### src/rtl/mem_arb_pkg.sv
// mem_arb_pkg: shared constants and helpers for the memory arbiter slice.
//   ADDR_W_DEF / DATA_W_DEF / NREQ_DEF : default geometry of mem_arbiter
//   PERF_W                             : width of the optional performance counters
//   sat_add()                          : saturating counter increment (0..3 per call)
package mem_arb_pkg;

  localparam int ADDR_W_DEF = 15;
  localparam int DATA_W_DEF = 8;
  localparam int NREQ_DEF   = 4;
  localparam int PERF_W     = 16;

  // Adds a small increment to a counter and sticks at all-ones instead of wrapping.
  function automatic logic [PERF_W-1:0] sat_add(input logic [PERF_W-1:0] cnt,
                                                input logic [1:0]        inc);
    logic [PERF_W:0] sum;
    sum = {1'b0, cnt} + {{(PERF_W-1){1'b0}}, inc};
    return sum[PERF_W] ? '1 : sum[PERF_W-1:0];
  endfunction

endpackage

### src/rtl/rr_picker.sv
// rr_picker: circular first-one finder.
//   req   : request vector
//   start : index where the circular scan begins
//   excl  : requests to ignore (one-hot of an already chosen winner)
//   found : at least one non-excluded request is set
//   idx   : first non-excluded request at or after start, wrapping at N
module rr_picker
  import mem_arb_pkg::*;
#(
  parameter int N  = NREQ_DEF,
  parameter int IW = (N > 1) ? $clog2(N) : 1
) (
  input  logic [N-1:0]  req,
  input  logic [IW-1:0] start,
  input  logic [N-1:0]  excl,
  output logic          found,
  output logic [IW-1:0] idx
);

  logic [N-1:0] cand;

  // Two linear passes replace a modulo index: first the upper segment
  // [start, N-1], then the wrapped segment [0, start-1].
  always_comb begin
    // NOTE: every output gets a default before the scan, otherwise the
    // "nothing found" path would infer latches.
    cand  = req & ~excl;
    found = 1'b0;
    idx   = '0;
    for (int j = 0; j < N; j++) begin
      if (!found && cand[j] && (IW'(j) >= start)) begin
        found = 1'b1;
        idx   = IW'(j);
      end
    end
    for (int j = 0; j < N; j++) begin
      if (!found && cand[j] && (IW'(j) < start)) begin
        found = 1'b1;
        idx   = IW'(j);
      end
    end
  end

endmodule

### src/rtl/mem_arbiter.sv
// mem_arbiter: round-robin arbiter sharing a dual-port RAM among NREQ requesters.
//   clk, rst                      : clock, synchronous active-high reset
//   req_valid/req_ready/req_we    : per-requester handshake and direction
//   req_addr/req_wdata            : packed per-requester address and write data
//   rsp_valid/rsp_data            : per-requester read response, one cycle after accept
//   mem_*1 / mem_*2               : RAM port 1 and port 2 drive and read data
// Optional build macro MEM_ARB_PERF_EN adds perf_grants and perf_conflicts
// (saturating 16-bit counters). Without it the ports and counters are absent.
module mem_arbiter
  import mem_arb_pkg::*;
#(
  parameter int ADDR_W = ADDR_W_DEF,
  parameter int DATA_W = DATA_W_DEF,
  parameter int NREQ   = NREQ_DEF
) (
  input  logic                   clk,
  input  logic                   rst,
  input  logic [NREQ-1:0]        req_valid,
  output logic [NREQ-1:0]        req_ready,
  input  logic [NREQ-1:0]        req_we,
  input  logic [NREQ*ADDR_W-1:0] req_addr,
  input  logic [NREQ*DATA_W-1:0] req_wdata,
  output logic [NREQ-1:0]        rsp_valid,
  output logic [NREQ*DATA_W-1:0] rsp_data,
  output logic                   mem_we1,
  output logic [ADDR_W-1:0]      mem_addr1,
  output logic [DATA_W-1:0]      mem_data_in1,
  output logic                   mem_we2,
  output logic [ADDR_W-1:0]      mem_addr2,
  output logic [DATA_W-1:0]      mem_data_in2,
  input  logic [DATA_W-1:0]      mem_data_out1,
  input  logic [DATA_W-1:0]      mem_data_out2
`ifdef MEM_ARB_PERF_EN
  ,
  output logic [PERF_W-1:0]      perf_grants,
  output logic [PERF_W-1:0]      perf_conflicts
`endif
);

  localparam int IW = $clog2(NREQ);

  logic [IW-1:0]     ptr, ptr_nxt;
  logic [NREQ-1:0]   pend, pend_nxt;
  logic [NREQ-1:0]   pend_port, pend_port_nxt;  // 0 = port 1, 1 = port 2

  logic [ADDR_W-1:0] addr_arr  [NREQ];
  logic [DATA_W-1:0] wdata_arr [NREQ];

  logic              a_found, b_found;
  logic [IW-1:0]     a_idx, b_idx, b_start;
  logic [NREQ-1:0]   a_mask;
  logic              conflict, grant_a, grant_b;

  function automatic logic [IW-1:0] wrap_inc(input logic [IW-1:0] i);
    return (i == IW'(NREQ - 1)) ? '0 : i + 1'b1;
  endfunction

  always_comb begin
    for (int i = 0; i < NREQ; i++) begin
      addr_arr[i]  = req_addr[i*ADDR_W +: ADDR_W];
      wdata_arr[i] = req_wdata[i*DATA_W +: DATA_W];
    end
  end

  // Pick B scans from the slot after A so the pair follows circular order.
  assign b_start = wrap_inc(a_idx);
  assign a_mask  = NREQ'(1) << a_idx;

  rr_picker #(.N(NREQ), .IW(IW)) u_pick_a (
    .req   (req_valid),
    .start (ptr),
    .excl  ('0),
    .found (a_found),
    .idx   (a_idx)
  );

  rr_picker #(.N(NREQ), .IW(IW)) u_pick_b (
    .req   (req_valid),
    .start (b_start),
    .excl  (a_mask),
    .found (b_found),
    .idx   (b_idx)
  );

  always_comb begin
    // A same-address pair involving a write defers B; two reads may share a word.
    conflict = a_found && b_found && (addr_arr[a_idx] == addr_arr[b_idx]) &&
               (req_we[a_idx] || req_we[b_idx]);
    grant_a  = a_found && !rst;
    grant_b  = b_found && !conflict && !rst;

    req_ready     = '0;
    mem_we1       = 1'b0;
    mem_addr1     = '0;
    mem_data_in1  = '0;
    mem_we2       = 1'b0;
    mem_addr2     = '0;
    mem_data_in2  = '0;
    ptr_nxt       = ptr;
    pend_nxt      = '0;
    pend_port_nxt = pend_port;

    if (grant_a) begin
      req_ready[a_idx] = 1'b1;
      mem_we1          = req_we[a_idx];
      mem_addr1        = addr_arr[a_idx];
      mem_data_in1     = wdata_arr[a_idx];
      ptr_nxt          = wrap_inc(a_idx);
      if (!req_we[a_idx]) begin
        pend_nxt[a_idx]      = 1'b1;
        pend_port_nxt[a_idx] = 1'b0;
      end
    end
    if (grant_b) begin
      req_ready[b_idx] = 1'b1;
      mem_we2          = req_we[b_idx];
      mem_addr2        = addr_arr[b_idx];
      mem_data_in2     = wdata_arr[b_idx];
      ptr_nxt          = wrap_inc(b_idx);  // B is the later winner in circular order
      if (!req_we[b_idx]) begin
        pend_nxt[b_idx]      = 1'b1;
        pend_port_nxt[b_idx] = 1'b1;
      end
    end
  end

  always_ff @(posedge clk) begin
    // NOTE: state registers use non-blocking assignments so every flop samples
    // the pre-edge values regardless of statement order.
    if (rst) begin
      ptr       <= '0;
      pend      <= '0;
      pend_port <= '0;
    end else begin
      ptr       <= ptr_nxt;
      pend      <= pend_nxt;
      pend_port <= pend_port_nxt;
    end
  end

  assign rsp_valid = pend;

  always_comb begin
    rsp_data = '0;
    for (int i = 0; i < NREQ; i++) begin
      if (pend[i]) rsp_data[i*DATA_W +: DATA_W] = pend_port[i] ? mem_data_out2 : mem_data_out1;
    end
  end

`ifdef MEM_ARB_PERF_EN
  always_ff @(posedge clk) begin
    if (rst) begin
      perf_grants    <= '0;
      perf_conflicts <= '0;
    end else begin
      perf_grants    <= sat_add(perf_grants, {1'b0, grant_a} + {1'b0, grant_b});
      perf_conflicts <= sat_add(perf_conflicts, {1'b0, conflict});
    end
  end
`endif

endmodule

### config.mk
export PLATFORM = sky130hd
export DESIGN_NAME = mem_arbiter
export DESIGN_NICKNAME = d
export VERILOG_FILES = /design/src/rtl/mem_arb_pkg.sv /design/src/rtl/rr_picker.sv /design/src/rtl/mem_arbiter.sv
export SDC_FILE = /design/constraint.sdc
export NUM_CORES = 1
export LEC_CHECK = 0
export ABC_AREA = 1
export CORE_MARGIN = 4
export CORE_UTILIZATION = 30
export CTS_CLUSTER_DIAMETER = 80
export DETAILED_ROUTE_END_ITERATION = 16
export MAX_ROUTING_LAYER = met4
export PLACE_DENSITY = 0.73
export SLEW_MARGIN = 20
export SYNTH_ARGS = -nofsm -noshare
export SYNTH_HDL_FRONTEND = slang
export SYNTH_SLANG_ARGS = --single-unit
### constraint.sdc
create_clock -name clk -period 5.35 [get_ports clk]
set_clock_uncertainty 0.15 [all_clocks]
set_input_delay 0.8025 -clock clk [delete_from_list [all_inputs] [get_ports clk]]
set_output_delay 0.8025 -clock clk [all_outputs]
set_load 0.05 [all_outputs]
* Yosys cells after proc, flatten, opt, wreduce, memory -nomap -nowiden *
Cells that the tools add are included.

storage, ports and cells
  flip-flop bits (word level) = 10
  input bits = 118
  output and inout bits = 88

cells by class
  add/subtract/negate cells = 2
  order comparisons = 22
  eq/ne operators = 3
  shift operators = 1
  multiplexer cells = 78
  bitwise operators = 9
  reductions and logical operators = 56

operator list
  operator             number
  $mux 8               14
  $mux 15              6
  $bmux 15 s2          2
  $mux 4               10
  $logic_and 1x1->1    38
  $bmux 8 s2           2
  $mux 2               16
  $mux 1               24
  $logic_not 1->1      16
  $eq 15x15->1         1
  $or 4x4->4           3
  $and 4x4->4          2
  $ge 1x2->1 const A   4
  $ge 2x2->1 const A   4
  $lt 1x2->1 const A   4
  $lt 2x2->1 const A   4
  $not 4->4            2
  $ge 3x3->1 const B   2
  $lt 2x3->1 const B   2
  $not 2->3            2
  $add 2x1->2 const B  2
  $bmux 1 s2           2
  $demux 1 s2          2
  $eq 2x2->1 const B   2
  other kinds (4)      5

* Logic depth before layout (Yosys ltp) *
  depth in word-level cells = 75
  mapped depth = 31
  depth with buffers taken out = 28

* Cells and area by module *
From an unflattened synthesis, not the netlist that was laid out.

unflattened totals
  cells, all modules = 817
  area total of the unflattened synthesis = 3747.3 sq um

by module, submodules not included
  module       times used  cells each  area each (sq um)  seq. area each (sq um)
  mem_arbiter  1           763         3467.1             200.2
  rr_picker    2           27          140.1              0.0

* Worst setup path before layout *
No wires, ideal clock.

  kind = input to output
  start = in req_valid[2]
  end = out req_ready[0]
  arrival = 4.447 ns
  data required time = 4.398 ns
  setup slack = -0.049 ns
  stages = 26
  cell sequence = nand2_1 > nand2_2 > nor2_4 > nand3_4 > nand2_2 > buf_6 > buf_6 > clkbuf_1 > ha_1 > inv_1 > nand3_2 > nand2_1 > a21oi_4 > inv_2 > clkbuf_1 > nand3_1 > nand2_1 > nand2_1 > nand2_1 > nor2_1 > nand2_1 > nor2_2 > nand2_2 > nand2_4 > buf_6 > o22ai_1

between the ends
  word-level cells in the longest chain between the ends = 67

RTL lines
  item                                        RTL line            source
  from (decl)                                 mem_arbiter.sv:18   input logic [NREQ-1:0] req_valid,
  $logic_and 1x1->1 (2 in a row)              rr_picker.sv:31     if (!found && cand[j] && (IW'(j) >= start)) begin
  $mux 1                                      rr_picker.sv:31
  $logic_not 1->1                             rr_picker.sv:31
  $logic_and 1x1->1 (2 in a row)              rr_picker.sv:31
  $mux 1                                      rr_picker.sv:31
  $logic_not 1->1                             rr_picker.sv:37     if (!found && cand[j] && (IW'(j) < start)) begin
  $logic_and 1x1->1 (2 in a row)              rr_picker.sv:37
  $mux 1                                      rr_picker.sv:37
  (+45 left out)                              -
  $not 2->3 (not written as such)             mem_arbiter.sv:87   conflict = a_found && b_found && (addr_arr[a_idx] == addr_arr[b_idx]) &&
  $bmux 15 s2                                 mem_arbiter.sv:87
  $mux 15 (not written as such) (2 in a row)  mem_arbiter.sv:87
  $eq 15x15->1                                mem_arbiter.sv:87
  $logic_and 1x1->1 (2 in a row)              mem_arbiter.sv:87
  $logic_not 1->1                             mem_arbiter.sv:90   grant_b = b_found && !conflict && !rst;
  $logic_and 1x1->1 (2 in a row)              mem_arbiter.sv:90
  $mux 4 (*)                                  mem_arbiter.sv:114  if (grant_b) begin
  to (decl)                                   mem_arbiter.sv:19   output logic [NREQ-1:0] req_ready,

Every way passes the cells marked *; elsewhere a longest branch is shown, timed or not. The select of a mux whose other input is x is not followed.

* Worst setup path after layout *
  start = in req_valid[0]
  end = out mem_data_in2[7]

between the ends
  word-level cells in the longest chain between the ends = 74

RTL lines
  item                                        RTL line                               source
  $logic_and 1x1->1                           rr_picker.sv:31
  $mux 1                                      rr_picker.sv:31
  $logic_not 1->1                             rr_picker.sv:31
  $logic_and 1x1->1 (2 in a row)              rr_picker.sv:31
  $mux 1                                      rr_picker.sv:31
  $logic_not 1->1                             rr_picker.sv:31
  $logic_and 1x1->1 (2 in a row)              rr_picker.sv:31
  $mux 1                                      rr_picker.sv:31
  (+53 left out)                              -
  $not 2->3 (not written as such)             mem_arbiter.sv:87, mem_arbiter.sv:118
  $bmux 15 s2                                 mem_arbiter.sv:87
  $mux 15 (not written as such) (2 in a row)  mem_arbiter.sv:87
  $eq 15x15->1                                mem_arbiter.sv:87
  $logic_and 1x1->1 (2 in a row)              mem_arbiter.sv:87
  $logic_not 1->1                             mem_arbiter.sv:90
  $logic_and 1x1->1 (2 in a row)              mem_arbiter.sv:90
  $mux 8 (*)                                  mem_arbiter.sv:114
  to (decl)                                   mem_arbiter.sv:30                      output logic [DATA_W-1:0] mem_data_in2,

Marks and branches as above.

==> impl_results.md <==
* Max_slew headroom at just under 50%
* Die ar. at between 10000 and 15000 µm²
* Clock tree buffer depth at 2
* # nets final at approximately 1100
* DR DRC count at 0
* Syn Nets at roughly 910
* WL final at about 19 mm
* Worst Tran Pin Value at slightly below 0.8 ns
* Hold-fix buffers, CTS at 0
* Most frequent cell after synthesis: nand2_1
* PwrDens at between 400 and 500 nW/µm²
* Hold Crit Class: reg2reg
* Initial antenna violation count at 0
* Global-route usage over all layers at between 20% and 30%
* Chip height at between 100 and 150 µm
* CTS tree: built
* IO Port Bufs at 205
* Fillers at 1172
* Final number of setup-violating endpoints at 0
* IO Pins at slightly above 200
* Worst VDD drop at approximately 260 µV
* EDFF count, synth at 0
* Vias per cell at 5.25
* Multi-input logic area at 3330 µm²
* Core Region at roughly 12000 µm²
* Synth unique cells at 30
* Number of global-route vias before repair at 5388
* CP bufs+invs at 7
* Highest clock rate at between 200 and 250 MHz
* Sequential share of the synthesized area at between 5 and 6%
* Avg WL per Cell at 16.0 µm
* Mapped cell area at 3780 µm²
* Ranking of synthesized cells by area: nand2_1 23%, nand3_1 21%, nor2_1 13%
* Sink Count at 10
* Clock Latency Late Sink at 0.23 ns
* Die X at 120 µm
* Max-cap violations at 0
* Post-place setup slack at -0.0576 ns
* Hold Violations, Final at 0
* DRT Pass-1 Iters at 5
* Placed inst area at ~6300 µm²
* Crit path time final at between 4 and 5 ns
* Clk root buf: clkbuf_16
* P_leak at around 3.4 nW
* Inserted Clock Buffers at 3
* Ys flop type: dfxtp_1
* Most used cell, CP: nand2_1
* CP Capture Type: primary output
* Worst path slowest cell: buf_4
* RSZ-0062 raised after global routing: no
* Vias post-DR at ~6000
* Post-synth top cells: 231 x nand2_1, 156 x nand3_1, 129 x nor2_1
* Post-DP HPWL at ~14 mm
* First-pass GRT wire length at between 20 and 30 mm
* Crit share post-route at between 90% and 100%
* Critical path type: in2out
* Run status: finished clean
* Placer Congestion at slightly below 1
* FP Rows at 40
* Mean area per synthesized cell at between 4 and 5 µm²
* Min Hold Slack at 0.453 ns
* DR iter-0 viols at between 400 and 500
* N_diodes at 0
* CP Max Fanout at 7
* Final Cell Area at between 6000 and 7000 µm²
* CP Data Arrival Time at ~4 ns
* Reg clk slew, reported paths at roughly 0.04 ns
* Starting Density at a little under a third
* Area delta synth->final at 84.7%
* Largest net degree at the start of global routing at 59
* Ys async rst share at 0%
* GRT overflow at 0
* Yosys reg bits at 10
* Syn Inst Count at between 700 and 800
* # H-tree levels at 1
* Crit path required time at 4.40 ns
* Reg area at between 200 and 250 µm²
* Crit-path max cell delay at between 0.2 and 0.25 ns
* Slew Viols, Final at 0
* Layout cell share with drive strength beyond 1 at 18.4%
* Count of warnings emitted by yosys at 0
* Synth top area share at between 20% and 30%
* Final setup margin at 0.395 ns
* CP Launch Type: input port
* Area leader, netlist: nand2_1
* Routed Antenna Nets at 0
* CP top delay family: simple AND/OR/NAND/NOR gates
cell type report:
class	instances	area share (%)
multi-input combinational	656	47.7
timing repair buffer	264	41.6
inverter	68	3.80
tap	168	3.01
sequential	10	2.87
clock buffer	3	1.08
metrics by stage:
step	util [%]	power (W)	std cells	TNS (ns)
final	57.4	0.00303	1169	0
after global routing	57.4	0.00323	1169	0
after CTS	52.4	0.00271	1145	0
after detailed placement	51.7	0.00257	1142	-0.850
after global placement	51.7	0.00257	1142	-0.000917
after floorplan	-	0.00171	779	-0.198
registers in the layout, indices dropped and copies added, names as in the netlist:
name / count
pend_port: 4
ptr: 2
rsp_valid: 4
where the power goes:
| group | leakage, nW | total [W] | switching (W) | internal (W) |
|---|---|---|---|---|
| combinational | 3.25 | 0.00277 | 0.00171 | 0.00106 |
| clock | 0.0370 | 0.000126 | 0.0000298 | 0.0000964 |
| sequential | 0.0818 | 0.000130 | 0.0000380 | 0.0000924 |
cells by family (layout without fill, tap and decap cells):
family	Yosys count	count (layout)	synth area share (%)
AOI/OAI and AO/OA	94	94	14.0
DFF	10	10	5.30
buffers and inverters	114	335	13.4
and+or+nand+nor	552	553	64.3
adders and majority gates	9	9	2.98
layer usage:
layer / vias to the layer above / part of all wire, % / track usage (%)
li1: 2990 / - / -
met3: 53 / 12 / 4.82
met1: 2720 / 39 / 29.1
met2: 374 / 46 / 38.0
met5: - / 0 / -
met4: 0 / 2.8 / 5.74
worst register-to-register path, delay by kind of cell (launching register included):
family | cells | cell delay, ns
AOI/OAI and AO/OA | 1 | 0.14
adders and majority gates | 1 | 0.18
buffers and inverters | 6 | 0.76
DFF | 1 | 0.38
and+or+nand+nor | 21 | 2.15
worst paths after layout:
path	depth (start not counted)	to	from	slack, ns
min	4	ptr[0]	ptr[0]	0.45
max	29	mem_data_in2[7]	req_valid[0]	0.40
min reg2reg	4	ptr[0]	ptr[0]	0.45
max reg2reg	29	pend_port[1]	ptr[1]	1.54
placed cells by master (no fill, tap or decap):
cell and instances:
nand2_8 3, clkdlybuf4s50_1 149, nand3_1 144, nand2_4 3
or2_0 1, a211oi_1 16, dfxtp_1 10, o21ai_0 47
nand4_1 6, inv_2 8, buf_4 64, nand3_4 5
inv_8 1, o21bai_1 1, clkbuf_16 8, clkinv_1 2
o22ai_1 4, a21oi_1 21, nand3_2 13, o21ai_1 4
dlymetal6s2s_1 4, nand2_1 221, ha_2 2, buf_6 10
nor2_2 8, a21oi_4 1, nor2_4 8, ha_4 3
ha_1 4, nand3b_1 9, inv_1 56, inv_4 1
buf_12 32, nor2_1 118, nand2_2 14
repair_timing:
action	CTS	global route
endpoints found under the setup margin	26	28
pin swaps	0	26
cloned	0	7
buffers inserted	0	17
resized for setup	3	76
Power figures use the tool's default switching activity.
